$ cat src/rtl/bcd_a_binario.sv
// ============================================================================
// bcd_a_binario : sequential BCD-to-binary converter (x10-and-add, 1 digit/clk)
// Rev 1.0
// ============================================================================
`default_nettype none

module bcd_a_binario #(
  parameter int DIGITS = 4,
  parameter int OUT_W  = 10
) (
  input  logic                clk,
  input  logic                rst,
  input  logic                start,
  input  logic [4*DIGITS-1:0] bcd_in,
  output logic                busy,
  output logic                done,
  output logic [OUT_W-1:0]    bin_out,
  output logic                err_digit,
  output logic                err_ovf
);

  localparam int ACC_W = $clog2(10**DIGITS);
  localparam int CNT_W = (DIGITS > 1) ? $clog2(DIGITS) : 1;
  localparam int CMP_W = (ACC_W > OUT_W) ? ACC_W : OUT_W;
  localparam logic [CNT_W-1:0] LAST_CNT = CNT_W'(DIGITS - 1);
  localparam logic [OUT_W-1:0] MAXV     = '1;

  typedef enum logic [1:0] {
    IDLE = 2'd0,
    CONV = 2'd1,
    DONE = 2'd2
  } state_t;

  state_t              state_q, state_d;
  logic [4*DIGITS-1:0] shadow_q, shadow_d;
  logic [ACC_W-1:0]    acc_q, acc_d;
  logic [CNT_W-1:0]    cnt_q, cnt_d;
  logic                invalid_q, invalid_d;
  logic [OUT_W-1:0]    bin_out_q, bin_out_d;
  logic                err_digit_q, err_digit_d;
  logic                err_ovf_q, err_ovf_d;

  logic                invalid_scan;
  logic [3:0]          digit_raw;
  logic [3:0]          digit_clamp;
  logic [ACC_W-1:0]    acc_next;
  logic [CMP_W-1:0]    acc_ext;

  always_comb begin
    invalid_scan = 1'b0;
    for (int i = 0; i < DIGITS; i++) begin
      if (bcd_in[4*i +: 4] > 4'd9) invalid_scan = 1'b1;
    end

    // Most significant digit first; clamping keeps acc inside ACC_W bits.
    digit_raw   = shadow_q[4*(DIGITS-1-int'(cnt_q)) +: 4];
    digit_clamp = (digit_raw > 4'd9) ? 4'd9 : digit_raw;
    acc_next    = acc_q * ACC_W'(10) + ACC_W'(digit_clamp);
    acc_ext     = CMP_W'(acc_next);

    state_d     = state_q;
    shadow_d    = shadow_q;
    acc_d       = acc_q;
    cnt_d       = cnt_q;
    invalid_d   = invalid_q;
    bin_out_d   = bin_out_q;
    err_digit_d = err_digit_q;
    err_ovf_d   = err_ovf_q;

    case (state_q)
      IDLE: begin
        if (start) begin
          shadow_d  = bcd_in;
          acc_d     = '0;
          cnt_d     = '0;
          invalid_d = invalid_scan;
          state_d   = CONV;
        end
      end
      CONV: begin
        acc_d = acc_next;
        cnt_d = cnt_q + CNT_W'(1);
        if (cnt_q == LAST_CNT) begin
          cnt_d   = '0;
          state_d = DONE;
          if (invalid_q) begin
            bin_out_d   = '0;
            err_digit_d = 1'b1;
            err_ovf_d   = 1'b0;
          end else if (acc_ext > CMP_W'(MAXV)) begin
            bin_out_d   = MAXV;
            err_digit_d = 1'b0;
            err_ovf_d   = 1'b1;
          end else begin
            bin_out_d   = acc_ext[OUT_W-1:0];
            err_digit_d = 1'b0;
            err_ovf_d   = 1'b0;
          end
        end
      end
      DONE:    state_d = IDLE;
      default: state_d = IDLE;
    endcase
  end

  always_ff @(posedge clk) begin
    if (rst) begin
      state_q     <= IDLE;
      shadow_q    <= '0;
      acc_q       <= '0;
      cnt_q       <= '0;
      invalid_q   <= 1'b0;
      bin_out_q   <= '0;
      err_digit_q <= 1'b0;
      err_ovf_q   <= 1'b0;
    end else begin
      state_q     <= state_d;
      shadow_q    <= shadow_d;
      acc_q       <= acc_d;
      cnt_q       <= cnt_d;
      invalid_q   <= invalid_d;
      bin_out_q   <= bin_out_d;
      err_digit_q <= err_digit_d;
      err_ovf_q   <= err_ovf_d;
    end
  end

  assign busy      = (state_q == CONV);
  assign done      = (state_q == DONE);
  assign bin_out   = bin_out_q;
  assign err_digit = err_digit_q;
  assign err_ovf   = err_ovf_q;

endmodule

`default_nettype wire

$ cat config.mk
export PLATFORM = sky130hd
export DESIGN_NAME = bcd_a_binario
export DESIGN_NICKNAME = d
export VERILOG_FILES = /design/src/rtl/bcd_a_binario.sv
export SDC_FILE = /design/constraint.sdc
export NUM_CORES = 1
export LEC_CHECK = 0
export ABC_AREA = 1
export CAP_MARGIN = 20
export CORE_ASPECT_RATIO = 0.75
export CORE_MARGIN = 1
export CORE_UTILIZATION = 60
export DETAILED_ROUTE_END_ITERATION = 8
export GPL_TIMING_DRIVEN = 0
export PLACE_DENSITY = 0.87
export SETUP_SLACK_MARGIN = 0.2
export SYNTH_ARGS = -nofsm -noshare
export SYNTH_HDL_FRONTEND = slang
export SYNTH_SLANG_ARGS = --single-unit
export TNS_END_PERCENT = 30
$ cat constraint.sdc
create_clock -name clk -period 4.4 [get_ports clk]
set_input_delay 0.66 -clock clk [delete_from_list [all_inputs] [get_ports clk]]
set_output_delay 0.66 -clock clk [all_outputs]
set_load 0.02 [all_outputs]
==> results.py, run 1 <==
metrics = {
    "clock_network": {
        "cts_tree": "built",
        "root_buffer": "clkbuf_8",
        "postCtsResizedCells": 0,
        "postCtsSetupRepairBufs": 0,
        "clock_latency_ps": 310,
        "htreeDepth": 2,
        "ctsHoldBuffers": 0,
        "cts_sinks": 46,
        "clk_pin_slew_worst_paths_ps": 80,
        "cts_buffers": 5,
        "cts_max_path_buffers": 2,
    },
    "synthesis": {
        "synth-simple-area-share": 0.294,
        "syn_area_per_cell_sq_um": 7.16,
        "synth-adder-area-share": 0.113,
        "synth.most_common_cell": "nand2_1",
        "synth_commonest_cells": "nand2_1, nor2_1, dfxtp_1",
        "yosysWarnings": 0,
        "syn_inst": 405,
        "synth_top_area_frac": 0.318,
        "synth_edf_count": 0,
        "synth_top_family_by_area": "simple AND/OR/NAND/NOR gates",
        "syn_area_sq_mm": 0.00290,
        "syn_nets": 449,
        "synthMuxAreaShare": 0,
        "synth_seq_area_share": 0.318,
        "ys_ff_latch": 46,
        "synth.distinct_cells": 32,
        "synth_area_leaders": "dfxtp_1, ha_1, nand2_1",
        "synth_top_area_cell": "dfxtp_1",
        "synthFlopType": "dfxtp_1",
        "synth_xor_area_frac": 0.0272,
        "async_reset_ff_frac": 0,
        "synth_compound_area_frac": 0.159,
    },
    "timing": {
        "post-route-period-util": 0.783,
        "clock_skew_ps": 4.28,
        "holdWs_ps": 484,
        "slew_headroom": 0.607,
        "period_needed_ps": 3450,
        "setup_tns_ps": 0,
        "tightest_slew_ps": 590,
        "fmax_mhz": 290,
        "drv_slew": 0,
        "rsz0062_at_grt": "false",
        "setup_viol": 0,
        "hold_viol_final": 0,
    },
    "floorplanning": {
        "core_sq_mm": 0.00455,
        "die_area_sq_mm": 0.00512,
        "die_h_um": 62.2,
        "io_pins": 33,
        "rows": 21,
        "die_w_um": 82.3,
        "initial_core_util": 0.638,
    },
    "global_routing": {
        "grt_antenna_before_repair": 0,
        "grt_pass1_vias": 2715,
        "grt_start_max_net_pins": 14,
        "grt_pass1_wl_um": 12300,
        "grtUsageTotal": 0.311,
        "overflow": 0,
    },
    "power_and_ir_drop": {
        "switching_share": 0.275,
        "power_switching_uw": 257,
        "power.leakage_nw": 1.51,
        "clockPowerShare": 0.349,
        "p_int_uw": 676,
        "ir_drop_mv": 0.215,
        "p_per_area_mw_per_mm2": 275,
        "combPwrFrac": 0.169,
        "p_seq_frac": 0.482,
    },
    "placement": {
        "hpwl_um": 5490,
        "placed_cells": 493,
        "dpl_cell_area_sq_mm": 0.00328,
        "portBuffers": 31,
        "routabilityCongestion": 0.872,
    },
    "drt": {
        "drtPass1Iterations": 5,
        "vias": 2843,
        "totalWireLength_um": 7140,
        "drcViolationCount": 0,
        "vias_per_cell": 5.69,
        "wl_per_cell_um": 14.3,
        "drt_iter0_markers": 195,
        "antenna_left": 0,
    },
    "finish": {
        "fillCellCount": 364,
        "nets": 487,
        "antennaDiodeCount": 0,
        "design_area_sq_mm": 0.00339,
        "multi_input_area_sq_mm": 0.00172,
        "stdcell_count": 500,
        "flow.area_growth_from_synthesis_pct": 17.0,
        "drive_above_1_share": 0.104,
        "finalCoreUtilization": 0.746,
        "seq_area_sq_um": 921,
    },
    "worst_setup_path": {
        "worstPathArrival_ps": 3620,
        "crit_type": "register to register",
        "crit_required_ps": 4580,
        "critical_path.max_fanout": 10,
        "cp-end-kind": "register",
        "startpoint_type": "register",
    },
    "status": {
        "outcome": "finished, final reports clean",
    },
    "min_path": {
        "hp-class": "register to register",
    },
    "run": {
        "max_cap_viol_count": 0,
    },
}
-- metal layers --
layer	track usage	share of wire
met5	0	0
met4	0.0921	0.014
met3	0.0632	0.069
met2	0.458	0.43
met1	0.453	0.49
-- worst paths after layout --
check | start | end | slack, ps | depth (start not counted)
min | err_ovf | err_ovf | 480 | 2
max | cnt_q[0] | bin_out[5] | 950 | 22
max reg2reg | cnt_q[0] | bin_out[5] | 950 | 22
min reg2reg | err_ovf | err_ovf | 480 | 2
-- critical path, cell delays in order (launching register included) --
cell and delay [ps]:
dfxtp_1 350, clkbuf_1 330, inv_1 100, buf_2 200
o21ai_0 160, o22ai_1 150, nor2_1 160, ha_1 230
fa_1 220, nand2_1 60, nand2_1 80, nand3_1 100
nor2_2 110, nand2_1 90, nor2_1 180, nand3_1 130
nor2_1 110, nand3_1 90, nand2_2 70, nand3_2 70
nand2_2 70, buf_6 170, a21oi_2 70
-- kinds of logic after synthesis --
| logic type | after synthesis |
|---|---|
| fa+ha+maj | 25 |
| xor+xnor | 9 |
| compound gates | 75 |
| simple gates | 189 |
| buf+inv | 61 |
| flops | 46 |
-- layout make-up --
type                    count  area share
flip-flops and latches     46       0.271
repair buffers             31      0.0914
well taps                  57      0.0210
clock inverters             1     0.00885
multi-input cells         298       0.507
inverters                  50      0.0553
plain buffers              11      0.0206
clock buffers               6      0.0243
-- cell usage in the layout (no fill, tap or decap), drive strengths merged, types with 2 or more instances in the layout --
cell | synthesis | routed
a22oi | 2 | 2
inv | 48 | 48
clkdlybuf4s50 | 0 | 31
nand4 | 5 | 5
dfxtp | 46 | 46
o22ai | 2 | 2
nor2 | 63 | 63
o21ai | 38 | 38
nand3 | 35 | 35
xor2 | 6 | 6
ha | 23 | 23
a21oi | 23 | 23
xnor2 | 3 | 3
a22o | 2 | 2
nor3 | 2 | 2
a32o | 6 | 6
fa | 2 | 2
clkbuf | 5 | 11
buf | 5 | 5
nand2 | 84 | 84
clkinv | 2 | 2
-- metrics by stage --
stage          power, mW  setup slack [ps]
2_1_floorplan      0.561              1590
3_3_place_gp       0.606              1170
3_5_place_dp       0.613              1080
4_1_cts            0.931              1040
5_1_grt            0.975               525
6_report           0.933               954
-- power groups by stage --
stage	Clock [mW]	Combinational, mW	Sequential, mW
2_1_floorplan	0	0.106	0.455
3_3_place_gp	0	0.148	0.458
3_5_place_dp	0	0.154	0.459
4_1_cts	0.326	0.155	0.450
5_1_grt	0.344	0.178	0.453
6_report	0.326	0.157	0.450
-- flip-flops by register name, summed over array words and instances, names as in the netlist --
register / count
invalid_q: 1
cnt_q: 2
err_ovf: 1
bin_out: 10
state_q: 2
shadow_q: 16
acc_q: 13
err_digit: 1
No activity file was read; power rests on OpenSTA's default activity.
==> run 2: changes to the inputs <==
--- a/config.mk
+++ b/config.mk
@@ -9,10 +9,10 @@
 export CAP_MARGIN = 20
 export CORE_ASPECT_RATIO = 0.75
 export CORE_MARGIN = 1
-export CORE_UTILIZATION = 60
+export CORE_UTILIZATION = 56
 export DETAILED_ROUTE_END_ITERATION = 8
 export GPL_TIMING_DRIVEN = 0
-export PLACE_DENSITY = 0.87
+export PLACE_DENSITY = 0.83
 export SETUP_SLACK_MARGIN = 0.2
 export SYNTH_ARGS = -nofsm -noshare
 export SYNTH_HDL_FRONTEND = slang
==> constraint.sdc (replaced) <==
create_clock -name clk -period 3.2 [get_ports clk]
set_input_delay 0.48 -clock clk [delete_from_list [all_inputs] [get_ports clk]]
set_output_delay 0.48 -clock clk [all_outputs]
set_load 0.02 [all_outputs]
==> run 2 against run 1 <==
Net effect: sequential cell count is the same; non-clock buffer count grew 29; sequential share of layout area shrank 3.1 points; cell area grew 14%; sequential power grew 38%; combinational power grew 85%; critical path depth shrank 1; largest power group unchanged; via count grew 11%; cell count grew 6.6%; highest routed layer unchanged; worst hold slack lost 110 ps; register-to-register slack lost 830 ps.
==> results.py, run 2 (synthesis gave the netlist of run 1 again) <==
metrics = {
    "worst_setup_path": {
        "worstPathArrival_ps": 3320,
        "critPathCapture": "bin_out[7]",
        "cp_common_cell": "buf_4",
        "rrSetupSlack_ps": 120,
        "reg2reg_depth": 21,
        "max_stage_delay_ps": 360,
        "slowest_stage": "dfxtp_2",
        "timing.rr.end": "bin_out[7]",
        "startpoint_type": "register",
        "crit_type": "register to register",
        "startpoint": "cnt_q[0]",
        "crit_chain": "buf_8, inv_4, buf_8, o21ai_2, o22ai_2, nor2_2, ha_2, fa_2, nand2_2, nand2_4, nand3_4, buf_4, buf_4, buf_4, buf_4, buf_4, o21ai_0, nand2_1, o21ai_0, inv_1, a21oi_2",
        "cp-end-kind": "register",
        "crit_required_ps": 3440,
        "worstReg2RegStart": "cnt_q[0]",
        "critical_path.max_fanout": 8,
    },
    "floorplanning": {
        "core_sq_mm": 0.00493,
        "io_pins": 33,
        "rows": 22,
        "die_w_um": 85.1,
        "die_area_sq_mm": 0.00547,
        "initial_core_util": 0.588,
        "die_h_um": 64.3,
    },
    "finish": {
        "fillCellCount": 313,
        "largest_reg_flops": 16,
        "flow.area_growth_from_synthesis_pct": 33.2,
        "final_cell_mix": "nand2_1, nor2_1, inv_1, dfxtp_1, o21ai_0",
        "final_common_cell": "nand2_1",
        "antennaDiodeCount": 0,
        "seq_area_sq_um": 927,
        "drive_above_1_share": 0.230,
        "multi_input_area_sq_mm": 0.00188,
        "finalCoreUtilization": 0.784,
        "regMostFlops": "shadow_q",
        "stdcell_count": 533,
        "design_area_sq_mm": 0.00386,
        "nets": 516,
    },
    "timing": {
        "setup_viol": 0,
        "tightest_slew_ps": 561,
        "fmax_mhz": 325,
        "slew_headroom": 0.626,
        "period_needed_ps": 3080,
        "worst_slack_ps": 121,
        "drv_slew": 0,
        "setup_tns_ps": 0,
        "hold_viol_final": 0,
        "holdWs_ps": 376,
        "clock_skew_ps": 5.04,
        "rsz0062_at_grt": "true",
        "post-route-period-util": 0.962,
    },
    "global_routing": {
        "grt_antenna_before_repair": 0,
        "grt_pass1_wl_um": 13000,
        "grt_start_max_net_pins": 16,
        "grt_pass1_vias": 2752,
        "overflow": 0,
        "grtUsageTotal": 0.308,
    },
    "drt": {
        "highest_layer": "met4",
        "drcViolationCount": 0,
        "wl_met1_um": 3810,
        "antenna_left": 0,
        "drt_iter0_markers": 368,
        "wl_met2_um": 4050,
        "totalWireLength_um": 8900,
        "vias": 3152,
        "drtPass1Iterations": 5,
        "dr_wl_met3_um": 759,
        "wl_per_cell_um": 16.7,
        "vias_per_cell": 5.91,
    },
    "power_and_ir_drop": {
        "ir_drop_mv": 0.540,
        "total_power_mw": 1.36,
        "p_per_area_mw_per_mm2": 352,
        "power.leakage_nw": 1.70,
    },
    "clock_network": {
        "clk_pin_slew_worst_paths_ps": 90,
        "cts_max_path_buffers": 2,
        "cts_sinks": 46,
        "cts_tree": "built",
        "cts_buffers": 5,
        "htreeDepth": 2,
        "root_buffer": "clkbuf_8",
        "clock_latency_ps": 300,
    },
    "min_path": {
        "hp-class": "input pin to register",
    },
    "status": {
        "outcome": "finished, final reports clean",
    },
    "placement": {
        "placed_cells": 496,
        "portBuffers": 31,
        "routabilityCongestion": 0.861,
        "dpl_cell_area_sq_mm": 0.00328,
        "dp_slack_ps": -176,
        "hpwl_um": 5520,
    },
    "run": {
        "max_cap_viol_count": 0,
    },
}
==> run 2: cell count changes in the layout (fill, tap and decap cells not counted), moves of 4 or more <==
cell / previous run / this run
nor2_1: 58 / 53
nand2_1: 71 / 63
buf_4: 0 / 25
ha_1: 23 / 18
nand3_1: 31 / 27
nand2_2: 13 / 18
==> run 2: layout make-up <==
class,count,area share
Sequential cell,46,0.240
Clock buffer,5,0.0178
Timing Repair Buffer,60,0.149
Multi-Input combinational cell,298,0.488
Buffer,11,0.0246
Inverter,50,0.0493
Tap cell,60,0.0194
Clock inverter,3,0.0113
==> run 2: layer usage <==
layer  vias to the layer above  GRT usage
met5                         -          0
met4                         0     0.0890
met3                        37     0.0685
met2                       185      0.487
met1                      1460      0.422
li1                       1470          -
==> run 2: power breakdown <==
group | internal (mW) | switching [mW] | total (mW) | leakage [nW]
registers | 0.599 | 0.0232 | 0.622 | 0.377
logic | 0.120 | 0.170 | 0.290 | 1.27
clock network | 0.234 | 0.211 | 0.445 | 0.0585
total | 0.953 | 0.404 | 1.36 | 1.70
==> run 2: worst min-delay path by stage <==
stage,start,end,slack [ps],cells after the start
3_5_place_dp,acc_q[12],acc_q[12],470,2
2_1_floorplan,shadow_q[0],shadow_q[0],450,2
3_3_place_gp,err_ovf,err_ovf,460,2
6_report,rst,bin_out[3],380,2
5_1_grt,rst,bin_out[3],380,2
4_1_cts,rst,bin_out[2],380,2
==> run 2: timing repair <==
| action | in CTS | in global routing |
|---|---|---|
| hold buffers | 0 | 0 |
| setup endpoints to repair | 12 | 12 |
| pin swaps | 15 | 19 |
| buffers inserted | 19 | 9 |
| gates resized for setup | 27 | 30 |
| gates cloned | 1 | 0 |
| endpoints found under the hold margin | 0 | 0 |
==> run 2: worst max-delay path, delay by kind of cell, from the launching register on <==
kind / cells / cell delay (ps)
buf+inv: 9 / 960
compound gates: 5 / 750
simple gates: 5 / 530
fa+ha+maj: 2 / 410
flops: 1 / 360
==> run 3: changes to the inputs <==
--- a/config.mk
+++ b/config.mk
@@ -8,13 +8,12 @@
 export ABC_AREA = 1
 export CAP_MARGIN = 20
 export CORE_ASPECT_RATIO = 0.75
-export CORE_MARGIN = 1
-export CORE_UTILIZATION = 56
+export CORE_MARGIN = 10
+export CORE_UTILIZATION = 60
 export DETAILED_ROUTE_END_ITERATION = 8
 export GPL_TIMING_DRIVEN = 0
-export PLACE_DENSITY = 0.83
+export PLACE_DENSITY = 0.87
 export SETUP_SLACK_MARGIN = 0.2
 export SYNTH_ARGS = -nofsm -noshare
 export SYNTH_HDL_FRONTEND = slang
 export SYNTH_SLANG_ARGS = --single-unit
-export TNS_END_PERCENT = 30
==> constraint.sdc (replaced) <==
create_clock -name clk -period 3.7 [get_ports clk]
set_input_delay 0.555 -clock clk [delete_from_list [all_inputs] [get_ports clk]]
set_output_delay 0.555 -clock clk [all_outputs]
set_load 0.02 [all_outputs]
==> run 3 against run 2 <==
Net effect: count of clock-buffer cells in the layout grew 1; first-iteration DRC count down 43%; clock power rose by 4%; total power fell by 12%; die area is 47% higher; cell count down 6.0%; non-clock buffer count decreased by 29; sequential share of layout area grew 2.8 points; critical path depth increased by 1; cell area down 11%; core utilization decreased by 3.2 points; sequential cell count unchanged.
==> results.py, run 3 (synthesis gave the netlist of run 1 again) <==
metrics = {
    "status": {
        "outcome": "finished, final reports clean",
    },
    "power_and_ir_drop": {
        "total_power_mw": 1.19,
        "p_per_area_mw_per_mm2": 347,
        "ir_drop_mv": 0.256,
        "power.leakage_nw": 1.53,
    },
    "worst_setup_path": {
        "crit_required_ps": 3870,
        "cp_num_buf_inv": 5,
        "crit_type": "register to register",
        "worstPathArrival_ps": 3380,
        "crit_chain": "clkbuf_4, inv_1, clkbuf_4, nand2_1, a32o_1, nor2_1, ha_1, fa_1, nand2_1, nand2_1, nand3_1, nor2_2, nand3_1, nor2_2, nand3_1, nand2_1, nand2_1, inv_1, nand3_2, nand2_2, buf_6, a21oi_2",
        "crit_family": "simple AND/OR/NAND/NOR gates",
        "max_stage_delay_ps": 320,
        "cp_common_cell": "nand2_1",
        "slowest_stage": "dfxtp_1",
        "startpoint_type": "register",
        "cp-end-kind": "register",
        "critical_path.max_fanout": 10,
    },
    "global_routing": {
        "grtUsageTotal": 0.193,
        "grt_antenna_before_repair": 0,
        "grt_start_max_net_pins": 15,
        "grt_pass1_vias": 2843,
        "overflow": 0,
        "grt_pass1_wl_um": 12800,
    },
    "clock_network": {
        "clk_pin_slew_worst_paths_ps": 90,
        "cts_tree": "built",
        "cts_max_path_buffers": 2,
        "htreeDepth": 2,
        "ctsHoldBuffers": 0,
        "cts_sinks": 46,
        "clock_latency_ps": 310,
        "cts_buffers": 5,
        "root_buffer": "clkbuf_8",
    },
    "finish": {
        "drive_above_1_share": 0.113,
        "largest_reg_flops": 16,
        "final_common_cell": "nand2_1",
        "finalCoreUtilization": 0.752,
        "nets": 487,
        "antennaDiodeCount": 0,
        "flow.area_growth_from_synthesis_pct": 18.6,
        "regMostFlops": "shadow_q",
        "final_cell_mix": "nand2_1, nor2_1, dfxtp_1, inv_1, o21ai_0",
    },
    "drt": {
        "wl_per_cell_um": 15.3,
        "drcViolationCount": 0,
        "vias_per_cell": 5.81,
        "drtPass1Iterations": 5,
        "antenna_left": 0,
        "vias": 2910,
        "totalWireLength_um": 7660,
        "drt_iter0_markers": 210,
    },
    "floorplanning": {
        "die_w_um": 100,
        "io_pins": 33,
        "core_sq_mm": 0.00457,
        "die_area_sq_mm": 0.00804,
        "initial_core_util": 0.634,
        "rows": 21,
        "die_h_um": 80.2,
    },
    "timing": {
        "period_needed_ps": 3210,
        "rsz0062_at_grt": "false",
        "slew_headroom": 0.616,
        "hold_viol_final": 0,
        "setup_viol": 0,
        "fmax_mhz": 312,
        "post-route-period-util": 0.867,
        "clock_skew_ps": 8.59,
        "tightest_slew_ps": 575,
        "setup_tns_ps": 0,
        "drv_slew": 0,
    },
    "placement": {
        "routabilityCongestion": 0.933,
        "portBuffers": 31,
        "hpwl_um": 5970,
    },
    "run": {
        "max_cap_viol_count": 0,
    },
    "min_path": {
        "hp-class": "input pin to register",
    },
}
[run 3: changes by cell type in the layout (fill, tap and decap cells not counted), sizes merged]
cell and change:
clkbuf +3, clkinv -1, bufinv +1, buf -31, inv -1
[run 3: where the power goes]
part           internal, mW  leakage, nW  switching (mW)
Combinational        0.0727         1.08           0.121
Clock                 0.288       0.0714           0.175
Sequential            0.518        0.375          0.0176
[run 3: stage by stage]
step	worst slack [ps]	hold slack (ps)	cell area, sq um	std cells
3_5_place_dp	367	476	3280	493
2_1_floorplan	892	449	2900	405
3_3_place_gp	456	462	3280	493
5_1_grt	212	437	3440	501
6_report	494	448	3440	501
4_1_cts	328	443	3420	501
[run 3: area by class of cell]
cell class / count / area (sq um)
repair buffers: 31 / 310
clock buffers: 6 / 82.6
flip-flops and latches: 46 / 921
multi-input cells: 298 / 1730
fillers: 353 / 1130
plain buffers: 11 / 76.3
clock inverters: 2 / 60.1
inverters: 50 / 188
well taps: 57 / 71.3
[run 3: final timing paths]
kind,from,to,slack (ps),cells after the start
worst max register to register,cnt_q[0],bin_out[4],490,22
worst min-delay path,rst,bin_out[2],450,2
worst min register to register,err_ovf,err_ovf,490,2
worst max-delay path,cnt_q[0],bin_out[4],490,22
[run 3: routing by layer]
metal | routed length (um) | track usage
met1 | 3490 | 0.246
met2 | 3370 | 0.315
met3 | 703 | 0.0582
met4 | 87 | 0.0437
met5 | 0 | 0
[run 3: what timing repair did]
action                     in CTS  in global routing
buffers inserted                0                  0
gates resized for setup         0                  8
setup endpoints to repair       0                 11
